--- src/rtl/control_sequencer.sv ---
// rtl/control_sequencer.sv - hardwired Moore control unit: fetch then per-opcode execute over T0..T7
module control_sequencer #(
    parameter logic [4:0] ALU_ADD         = 5'b00011,
    parameter bit         HALT_ON_UNKNOWN = 1'b0
) (
    input  logic        clk,
    input  logic        clr,
    input  logic [31:0] IR_Data,
    input  logic        CON_out,
    output logic        PC_in,
    output logic        IR_in,
    output logic        Y_in,
    output logic        Z_in,
    output logic        HI_in,
    output logic        LO_in,
    output logic        MAR_in,
    output logic        MDR_in,
    output logic        OutPort_in,
    output logic        IncPC,
    output logic        PC_out,
    output logic        Zhigh_out,
    output logic        Zlow_out,
    output logic        HI_out,
    output logic        LO_out,
    output logic        MDR_out,
    output logic        InPort_out,
    output logic        C_out,
    output logic        Read,
    output logic        Write,
    output logic        Gra,
    output logic        Grb,
    output logic        Grc,
    output logic        Rin,
    output logic        Rout,
    output logic        BAout,
    output logic        CON_in,
    output logic [4:0]  alu_instruction_bits,
    output logic        Run
);

    typedef enum logic [3:0] {
        S_RESET, S_T0, S_T1, S_T2, S_T3, S_T4, S_T5, S_T6, S_T7, S_HALT
    } state_t;

    localparam logic [4:0] OP_LD   = 5'b00000, OP_LDI  = 5'b00001, OP_ST   = 5'b00010;
    localparam logic [4:0] OP_ADD  = 5'b00011, OP_SUB  = 5'b00100, OP_AND  = 5'b00101;
    localparam logic [4:0] OP_OR   = 5'b00110, OP_ADDI = 5'b01100, OP_ANDI = 5'b01101;
    localparam logic [4:0] OP_ORI  = 5'b01110, OP_BR   = 5'b10011, OP_JR   = 5'b10100;
    localparam logic [4:0] OP_IN   = 5'b10110, OP_OUT  = 5'b10111, OP_MFHI = 5'b11000;
    localparam logic [4:0] OP_MFLO = 5'b11001, OP_NOP  = 5'b11010, OP_HALT = 5'b11011;

    state_t      r_state;
    state_t      w_next;
    logic [4:0]  w_op;
    logic [26:0] w_unused_ir;
    logic        w_rtype, w_imm, w_addr, w_br, w_halt, w_known;
    logic [4:0]  w_imm_alu;

    assign w_op        = IR_Data[31:27];
    assign w_unused_ir = IR_Data[26:0];
    assign w_rtype     = (w_op == OP_ADD) || (w_op == OP_SUB) || (w_op == OP_AND) || (w_op == OP_OR);
    assign w_imm       = (w_op == OP_ADDI) || (w_op == OP_ANDI) || (w_op == OP_ORI);
    // ldi, ld and st share the base+offset address computation in T3..T4
    assign w_addr      = (w_op == OP_LDI) || (w_op == OP_LD) || (w_op == OP_ST);
    assign w_br        = (w_op == OP_BR);
    assign w_known     = w_rtype || w_imm || w_addr || w_br || (w_op == OP_JR) || (w_op == OP_IN)
                      || (w_op == OP_OUT) || (w_op == OP_MFHI) || (w_op == OP_MFLO)
                      || (w_op == OP_NOP) || (w_op == OP_HALT);
    assign w_halt      = (w_op == OP_HALT) || (HALT_ON_UNKNOWN && !w_known);
    assign w_imm_alu   = (w_op == OP_ADDI) ? 5'b00011 : (w_op == OP_ANDI) ? 5'b00101 : 5'b00110;

    // state register; clr wins over everything, including HALT
    always_ff @(posedge clk) begin
        if (clr) r_state <= S_RESET;
        else     r_state <= w_next;
    end

    // next-state and control decode from state and opcode
    always_comb begin
        w_next = r_state;
        {PC_in, IR_in, Y_in, Z_in, HI_in, LO_in, MAR_in, MDR_in, OutPort_in, IncPC} = '0;
        {PC_out, Zhigh_out, Zlow_out, HI_out, LO_out, MDR_out, InPort_out, C_out} = '0;
        {Read, Write, Gra, Grb, Grc, Rin, Rout, BAout, CON_in} = '0;
        alu_instruction_bits = 5'b00000;
        Run = (r_state != S_RESET) && (r_state != S_HALT);
        case (r_state)
            S_RESET: w_next = S_T0;
            S_T0: begin PC_out = 1'b1; MAR_in = 1'b1; IncPC = 1'b1; w_next = S_T1; end
            S_T1: begin Read = 1'b1; MDR_in = 1'b1; w_next = S_T2; end
            S_T2: begin MDR_out = 1'b1; IR_in = 1'b1; w_next = S_T3; end
            S_T3: begin
                w_next = S_T0;
                if (w_rtype || w_imm) begin
                    Grb = 1'b1; Rout = 1'b1; Y_in = 1'b1; w_next = S_T4;
                end else if (w_addr) begin
                    Grb = 1'b1; BAout = 1'b1; Y_in = 1'b1; w_next = S_T4;
                end else if (w_br) begin
                    Gra = 1'b1; Rout = 1'b1; CON_in = 1'b1; w_next = S_T4;
                end else if (w_op == OP_JR) begin
                    Gra = 1'b1; Rout = 1'b1; PC_in = 1'b1;
                end else if (w_op == OP_IN) begin
                    InPort_out = 1'b1; Gra = 1'b1; Rin = 1'b1;
                end else if (w_op == OP_OUT) begin
                    Gra = 1'b1; Rout = 1'b1; OutPort_in = 1'b1;
                end else if (w_op == OP_MFHI) begin
                    HI_out = 1'b1; Gra = 1'b1; Rin = 1'b1;
                end else if (w_op == OP_MFLO) begin
                    LO_out = 1'b1; Gra = 1'b1; Rin = 1'b1;
                end else if (w_halt) begin
                    w_next = S_HALT;
                end
            end
            S_T4: begin
                w_next = S_T5;
                if (w_rtype) begin
                    Grc = 1'b1; Rout = 1'b1; Z_in = 1'b1; alu_instruction_bits = w_op;
                end else if (w_imm) begin
                    C_out = 1'b1; Z_in = 1'b1; alu_instruction_bits = w_imm_alu;
                end else if (w_addr) begin
                    C_out = 1'b1; Z_in = 1'b1; alu_instruction_bits = ALU_ADD;
                end else if (w_br) begin
                    PC_out = 1'b1; Y_in = 1'b1;
                end else begin
                    w_next = S_T0;
                end
            end
            S_T5: begin
                w_next = S_T0;
                if (w_rtype || w_imm || (w_op == OP_LDI)) begin
                    Zlow_out = 1'b1; Gra = 1'b1; Rin = 1'b1;
                end else if ((w_op == OP_LD) || (w_op == OP_ST)) begin
                    Zlow_out = 1'b1; MAR_in = 1'b1; w_next = S_T6;
                end else if (w_br) begin
                    C_out = 1'b1; Z_in = 1'b1; alu_instruction_bits = ALU_ADD; w_next = S_T6;
                end
            end
            S_T6: begin
                w_next = S_T0;
                if (w_op == OP_LD) begin
                    Read = 1'b1; MDR_in = 1'b1; w_next = S_T7;
                end else if (w_op == OP_ST) begin
                    // Read low steers the bus, not memory, into MDR
                    Gra = 1'b1; Rout = 1'b1; MDR_in = 1'b1; w_next = S_T7;
                end else if (w_br) begin
                    Zlow_out = 1'b1; PC_in = CON_out;
                end
            end
            S_T7: begin
                w_next = S_T0;
                if (w_op == OP_LD) begin
                    MDR_out = 1'b1; Gra = 1'b1; Rin = 1'b1;
                end else if (w_op == OP_ST) begin
                    Write = 1'b1;
                end
            end
            S_HALT:  w_next = S_HALT;
            default: w_next = S_RESET;
        endcase
    end

endmodule

--- config.mk ---
export PLATFORM = sky130hd
export DESIGN_NAME = control_sequencer
export DESIGN_NICKNAME = d
export VERILOG_FILES = /design/src/rtl/control_sequencer.sv
export SDC_FILE = /design/constraint.sdc
export NUM_CORES = 1
export LEC_CHECK = 0
export ABC_AREA = 1
export BUFFER_PORTS_ARGS = -buffer_cell sky130_fd_sc_hd__clkbuf_2
export CORE_UTILIZATION = 39
export CTS_BUF_LIST = sky130_fd_sc_hd__clkbuf_16
export CTS_CLUSTER_SIZE = 25
export DETAILED_ROUTE_END_ITERATION = 8
export GPL_TIMING_DRIVEN = 0
export PLACE_DENSITY = 0.9
export RECOVER_POWER = 50
export SYNTH_ARGS = -nofsm -noshare
export SYNTH_HDL_FRONTEND = slang
export SYNTH_SLANG_ARGS = --single-unit
--- constraint.sdc ---
create_clock -name clk -period 1.5 [get_ports clk]
set_input_delay 0.075 -clock clk [delete_from_list [all_inputs] [get_ports clk]]
set_output_delay 0.075 -clock clk [all_outputs]
set_load 0.02 [all_outputs]
### Word level (Yosys, flattened, before mapping)

Index checks and enable logic that the tools add are counted.

| operators by class | value |
|---|---|
| eq/ne operators | 26 |
| muxes and demuxes | 126 |
| reduce and logical (&&, ||, !) cells | 15 |

Operators by type and width:

| operator | count |
|---|---|
| 1-bit two-way mux | 85 |
| 4-bit two-way mux | 11 |
| 4-bit case mux with 9 select lines | 1 |
| 5-bit == test, second input constant | 7 |
| 3-bit two-way mux | 9 |
| 1-bit case mux with 2 select lines | 10 |
| 4-bit by 3-bit == test with 1-bit output, second input constant | 4 |
| 5-bit by 3-bit == test with 1-bit output, second input constant | 3 |
| 5-bit by 4-bit == test with 1-bit output, second input constant | 3 |
| 5-bit by 2-bit == test with 1-bit output, second input constant | 2 |
| 1-bit logical OR | 10 |
| 2-bit two-way mux | 5 |
| 5-bit case mux with 2 select lines | 1 |
| 4-bit by 2-bit == test with 1-bit output, second input constant | 2 |
| 4-bit == test, second input constant | 2 |
| 1-bit case mux with 3 select lines | 2 |
| 5-bit by 1-bit == test with 1-bit output, second input constant | 1 |
| 5-bit logical NOT | 1 |
| 5-bit two-way mux | 1 |
| 4-bit by 1-bit == test with 1-bit output, second input constant | 1 |
| 4-bit logical NOT | 1 |
| 4-bit inequality test, second input constant | 1 |
| 1-bit case mux with 4 select lines | 1 |
| 4-bit nonzero test | 1 |
| 2 further kinds | 2 |

| word-level totals | value |
|---|---|
| register bits | 4 |
| bits of input ports | 35 |
| output and inout bits | 33 |
| word-level logic and storage cells | 168 |

### Depth between registers and ports, before layout

Gate-level depths: netlist (run 1).

| logic depth | value |
|---|---|
| depth after elaboration | 11 |
| mapped depth | 11 |

### Least setup slack after synthesis (run 1)

Ideal clock, no wire load.

| path | value |
|---|---|
| path kind | register to output |
| from | register r_state[2] |
| to | output MDR_out |
| data arrival time | 1376 ps |
| slack | 49 ps |
| stages on the path, launching flop included | 6 |
| buffers on the path | 0 |
| cells stage by stage | dfxtp_1 -> nor2_1 -> inv_1 -> nor3_1 -> inv_1 -> nand2_1 |

| on the way | value |
|---|---|
| cells in the longest elaborated chain, start to end | 2 |

RTL lines:

| item | line | text |
|---|---|---|
| start: declaration | 52 | `state_t r_state;` |
| start signal: assignment | 75 | `else r_state <= w_next;` |
| 4-bit == test or 4-bit by 2-bit == test with 1-bit output (tied branches) | 86 | `case (r_state)` |
| 1-bit case mux with 2 select lines (*) | 86 |  |
| end: declaration | 25 | `output logic MDR_out,` |

Every way passes the cells marked *; elsewhere a longest branch is shown, timed or not.

### Final worst setup path (run 1)

| path | value |
|---|---|
| from | register r_state[3] |
| to | output Rout |

| on the way | value |
|---|---|
| cells in the longest elaborated chain, start to end | 2 |

RTL lines:

| item | line | text |
|---|---|---|
| 4-bit by 3-bit == test with 1-bit output | 86 |  |
| 1-bit case mux with 3 select lines (*) | 86 |  |
| end: declaration | 34 | `output logic Rout,` |

Marked as above.

==> results of run 1 <==
-- cell type report --
type                            instances  area (sq um)  share of cell area, %
Multi-Input combinational cell        118         676.9                  52.32
Timing Repair Buffer                   42         246.5                  19.05
Inverter                               31         120.1                  9.284
Sequential cell                         4         90.09                  6.963
Clock buffer                            3         75.07                  5.803
Buffer                                  6         51.30                  3.965
Tap cell                               27         33.78                  2.611
-- power groups by stage --
stage / sequential [uW] / combinational [uW] / clock, uW
global route: 125 / 260 / 435
floorplan: 119 / 154 / 0
CTS: 124 / 217 / 426
global placement: 121 / 203 / 0
detailed placement: 121 / 205 / 0
finish: 124 / 240 / 427
-- through the flow --
| step | power [uW] | instances |
|---|---|---|
| floorplan | 273.0 | 159 |
| global route | 819.9 | 231 |
| CTS | 767.9 | 228 |
| finish | 791.3 | 231 |
| detailed placement | 326.1 | 220 |
| global placement | 324.1 | 220 |
-- placed cells by master (no fill, tap or decap), drive strengths merged --
| cell | count |
|---|---|
| nand3b | 1 |
| clkinv | 1 |
| o31ai | 1 |
| o211ai | 1 |
| o21ai | 14 |
| nor4 | 2 |
| inv | 30 |
| a21oi | 4 |
| conb | 5 |
| nor2 | 26 |
| nand4 | 2 |
| dfxtp | 4 |
| nand3 | 15 |
| nand2 | 40 |
| buf | 22 |
| clkbuf | 29 |
| nor3 | 6 |
| o22ai | 1 |
-- layer usage --
layer	GRT usage, %	vias up	routed length (microns)
met5	0	-	0
li1	-	581	-
met4	8.824	0	157
met2	39.67	60	1323
met1	26.29	532	1082
met3	6.604	15	206
-- kinds of logic after synthesis --
| kind of cell | after synthesis | synth area share [%] |
|---|---|---|
| other | 1 | 0.4473 |
| flip-flops | 4 | 9.553 |
| buffers and inverters | 37 | 20.15 |
| AO/OA/AOI/OAI | 21 | 14.18 |
| AND/OR/NAND/NOR | 92 | 55.67 |
-- repair_timing --
item / CTS / global route
resized for setup: 20 / 29
hold buffers: 0 / 0
endpoints found under the setup margin: 17 / 16
setup buffers: 5 / 3
pin swaps: 5 / 7
-- critical path: cells and delay by family (launching register included) --
family	cells	cell delay, ps
AND/OR/NAND/NOR	5	530
buffers and inverters	3	330
flip-flops	1	320
-- how the worst max path moves through the flow --
stage                                     start                 endpoint  slack (ps)  depth (start not counted)
after floorplan           r_state[2]$_SDFF_PP0_                  MDR_out          50                          5
after global placement    r_state[1]$_SDFF_PP0_               OutPort_in         -10                          6
after detailed placement  r_state[1]$_SDFF_PP0_               OutPort_in         -10                          6
after CTS                 r_state[0]$_SDFF_PP0_  alu_instruction_bits[1]           4                          7
after global routing      r_state[0]$_SDFF_PP0_                   HI_out         -40                          7
final                     r_state[3]$_SDFF_PP0_                     Rout          20                          8
==> impl_metrics.toml, run 1 <==
[synthesis]
netlist_area_sq_um = 838.3
synth_warnings = 0
synthesis.instances = 155
yosysTopAreaCellShare_pct = 15.22
synthTopCellsByCount = "nand2_1, inv_1, nor2_1, nand3_1, o21ai_0"
synth_seq_cells = 4
synth_edf_count = 0
synth_top_cell_by_area = "nand2_1"
synthArstFlopShare_pct = 0
synthFlopType = "dfxtp_1"
yosysMostFrequentCell = "nand2_1"
seq_area_frac_synth_pct = 9.552
synth_cell_types = 28
synth.avg_cell_area_sq_um = 5.408
ys_top_cells_by_area = "nand2_1, inv_1, dfxtp_1"

[sta]
holdWs_ps = 155.8
rsz0062_at_grt = "true"
setup_tns_ps = 0
setup_viol = 0
hold_violations = 0
finClkSkew_ps = 8.880
min_period_ps = 1477
fmax_mhz = 677.1
fin_ws_ps = 23.21
fin_crit_sh_pct = 98.45
slew_viol_final = 0

[layout]
largest_reg_flops = 4
fillCellCount = 178
area_growth_pct = 54.33
reg_top3 = "r_state: 4 flops"
drive_gt1_share_pct = 43.63
top_register = "r_state"
finish.utilization_pct = 65.28
antenna_cells = 0
design_area_sq_um = 1294
nNetsFinal = 241

[run_status]
status = "completed"

[power_and_ir_drop]
p_int_uw = 532.0
pwr-share-seq_pct = 15.7
leakage_uw = 0.0007405
power.density_nw_per_um2 = 611.6
p_switching_uw = 259.3
power_frac_clock_pct = 53.9
switching_share_pct = 32.77
vdd_drop_max_v = 0.0007329
combPwrFrac_pct = 30.4

[routing]
wl_per_cell_microns = 11.99
drcViolationCount = 0
drtIter0Drc = 45
vias = 1188
dr.pass1.iters = 4
wl_microns = 2770
detail-route-antenna-nets = 0
viasPerCell = 5.143

[die]
num_io_pins = 68
die_y_microns = 48.36
start_util_pct = 42.30
rows = 16
coreArea_sq_um = 1982
die_area_sq_um = 2339
die_x_microns = 48.36

[setup_path]
worst_setup_path_end_kind = "output pin"
r2r-end = "r_state[3]$_SDFF_PP0_"
cp-start-kind = "flop"
crit_path_frequent_cell = "inv_2"
crit_chain = "inv_2 > nand2_4 > inv_2 > nand3_4 > nor2_4 > nand2_1 > nand4_1 > buf_4"
r2r_slack_ps = 80
cp_data_arrival_time_ps = 1400
cp_max_fo = 5
crit-reg2reg-launch = "r_state[3]$_SDFF_PP0_"
slowest_delay_ps = 320
worstSetupPathType = "reg -> out"
required_ps = 1420
cpMaxStageDelayCell = "dfxtp_2"
rr_worst_depth = 9

[worst_hold_path]
holdPathEnd = "r_state[0]$_SDFF_PP0_"
hp-class = "in -> reg"
hp-start = "clr"
whs_path_depth = 4

[global_route]
grt-ovfl-total = 0
gr-usage-all-layers_pct = 22.84
antenna_found_initial = 0
grt_max_degree = 10
grt_pass1_wl_microns = 4236
grt_pass1_vias = 987

[cts]
path_clk_slew_ps = 40
numCtsBuffers = 3
cts_tree = "done"
htree_levels = 1
clockBufferDepth = 2
clock-sinks = 4
root_buffer = "clkbuf_16"
clock_latency_ps = 230

[placed_design]
io_buffers = 34
dp_slack_ps = -13.36
placed_area_sq_um = 1057
place.detailed.hpwl_microns = 1859
place_congestion = 0.9575

[run]
max_cap_violations = 0
Power figures use the tool's default switching activity.
==> inputs of run 2 (changes only) <==
--- a/config.mk
+++ b/config.mk
@@ -11,9 +11,11 @@
 export CTS_BUF_LIST = sky130_fd_sc_hd__clkbuf_16
 export CTS_CLUSTER_SIZE = 25
 export DETAILED_ROUTE_END_ITERATION = 8
+export GPL_ROUTABILITY_DRIVEN = 0
 export GPL_TIMING_DRIVEN = 0
 export PLACE_DENSITY = 0.9
 export RECOVER_POWER = 50
+export SKIP_CTS_REPAIR_TIMING = 1
 export SYNTH_ARGS = -nofsm -noshare
 export SYNTH_HDL_FRONTEND = slang
 export SYNTH_SLANG_ARGS = --single-unit
==> constraint.sdc (replaced) <==
create_clock -name clk -period 1.5 [get_ports clk]
set_input_delay 0.15 -clock clk [delete_from_list [all_inputs] [get_ports clk]]
set_output_delay 0.15 -clock clk [all_outputs]
set_load 0.02 [all_outputs]
==> run 2 against run 1 <==
The run now ends with setup timing left; register-to-register slack improved by 210 ps; sequential power increased by 3%; non-clock buffer count increased by 2; die area unchanged; routed wire length increased by 16%; critical path depth unchanged; clock power decreased by 2%; worst hold slack improved by 72 ps; design area increased by 5.5%; critical path type unchanged; critical endpoint is now alu_instruction_bits[1]; largest cell class unchanged.
==> impl_metrics.toml, run 2 (synthesis gave the netlist of run 1 again) <==
[die]
coreArea_sq_um = 1982
die_x_microns = 48.36
start_util_pct = 42.30
rows = 16
num_io_pins = 68
die_area_sq_um = 2339
die_y_microns = 48.36

[power_and_ir_drop]
combPwrFrac_pct = 31.8
p_int_uw = 539.8
leakage_uw = 0.0007677
pwr-share-seq_pct = 15.9
switching_share_pct = 32.82
power.density_nw_per_um2 = 588.6
power_frac_clock_pct = 52.3
vdd_drop_max_v = 0.0006341
p_switching_uw = 263.7

[global_route]
gr-usage-all-layers_pct = 23.30
antenna_found_initial = 0
grt_pass1_wl_microns = 4271
grt_max_degree = 10
grt_pass1_vias = 992
grt-ovfl-total = 0

[layout]
area_growth_pct = 62.84
final_common_cell = "nand2_1"
reg_top3 = "r_state: 4 flops"
drive_gt1_share_pct = 49.51
design_area_sq_um = 1365
nNetsFinal = 243
layout_common_cells = "nand2_1, buf_4, inv_1"
largest_reg_flops = 4
top_register = "r_state"
antenna_cells = 0
seqCellArea_sq_um = 90.09
multi_input_area_sq_um = 698.2
fillCellCount = 160

[run_status]
status = "complete, but fails checks"
violations = "setup timing"

[routing]
wl_microns = 3210
detail-route-antenna-nets = 0
drtIter0Drc = 73
viasPerCell = 5.296
dr.pass1.iters = 4
wl_per_cell_microns = 13.78
vias = 1234
drcViolationCount = 0

[setup_path]
crit_chain = "inv_2 > nand2_4 > nor2_4 > inv_2 > nor2_4 > nand2_1 > o211ai_1 > buf_4"
required_ps = 1350
worst_setup_path_end_kind = "output pin"
cp_max_fo = 6
r2r-end = "r_state[3]$_SDFF_PP0_"
rr_worst_depth = 7
path_buf_inv = 3
worstSetupPathType = "reg -> out"
cp_data_arrival_time_ps = 1460
cp_top_family = "simple AND/OR/NAND/NOR gates"
cp-start-kind = "flop"
crit-reg2reg-launch = "r_state[1]$_SDFF_PP0_"
cpMaxStageDelayCell = "dfxtp_2"
slowest_delay_ps = 320
r2r_slack_ps = 290

[placed_design]
place.detailed.hpwl_microns = 1958
placed_area_sq_um = 1062
io_buffers = 34

[sta]
fin_crit_sh_pct = 107.3
finClkSkew_ps = 1.102
min_period_ps = 1609
rsz0062_at_grt = "true"
setup_viol = 12
fin_ws_ps = -109.0
holdWs_ps = 227.5
hold_violations = 0
slew_viol_final = 0
fmax_mhz = 621.5

[cts]
clock_latency_ps = 230
root_buffer = "clkbuf_16"
clock-sinks = 4
path_clk_slew_ps = 30
cts_tree = "done"
numCtsBuffers = 3
htree_levels = 1
clockBufferDepth = 2

[worst_hold_path]
hp-class = "in -> reg"
holdPathEnd = "r_state[1]$_SDFF_PP0_"
whs_path_depth = 4
hp-start = "clr"

[run]
max_cap_violations = 0
==> run 2: cell types whose count changed in the layout (fill, tap and decap cells not counted), moves of 3 or more <==
cell	previous run	this run
nand2_2	5	8
buf_4	19	27
clkbuf_1	4	0
clkbuf_2	21	17
==> run 2: worst max-delay path by stage <==
stage,from,to,slack [ps],cells past startpoint
detailed placement,r_state[1]$_SDFF_PP0_,OutPort_in,-90,6
floorplan,r_state[1]$_SDFF_PP0_,InPort_out,10,5
finish,r_state[3]$_SDFF_PP0_,alu_instruction_bits[1],-110,8
global placement,r_state[1]$_SDFF_PP0_,OutPort_in,-60,6
CTS,r_state[1]$_SDFF_PP0_,OutPort_in,-350,6
global route,r_state[3]$_SDFF_PP0_,alu_instruction_bits[1],-170,8
==> run 2: layout make-up <==
type	count	share of cell area [%]
plain buffers	6	3.758
clock buffers	3	5.500
inverters	31	8.983
multi-input cells	118	51.15
flip-flops and latches	4	6.599
well taps	27	2.475
repair buffers	44	21.54
==> run 2: metal layers <==
metal / global-route usage, % / share of wire [%]
met5: 0 / 0
met3: 6.918 / 7.9
met1: 28.38 / 39
met4: 11.76 / 3.2
met2: 37.09 / 50
==> run 2: worst min-delay path: cells and delay by family <==
family                 cells  cell delay [ps]
buffers and inverters      3              190
and+or+nand+nor            1               80
==> run 2: stage by stage <==
step | instances | setup TNS [ps] | power (uW) | setup WS, ps | utilization (%)
finish | 233 | -598.5 | 803.5 | -109.0 | 68.88
CTS | 223 | -3673 | 748.7 | -347.6 | 57.39
detailed placement | 220 | -216.0 | 328.5 | -85.39 | 53.60
global route | 233 | -1908 | 841.6 | -170.0 | 68.88
global placement | 220 | -186.1 | 325.3 | -64.29 | 53.60
floorplan | 159 | 0 | 274.3 | 9.524 | -
==> run 2: power groups by stage <==
stage / clock network [uW] / logic (uW) / registers [uW]
2_1_floorplan: 0 / 155 / 119
3_3_place_gp: 0 / 205 / 121
3_5_place_dp: 0 / 208 / 121
4_1_cts: 418 / 210 / 120
5_1_grt: 438 / 275 / 129
6_report: 420 / 256 / 128
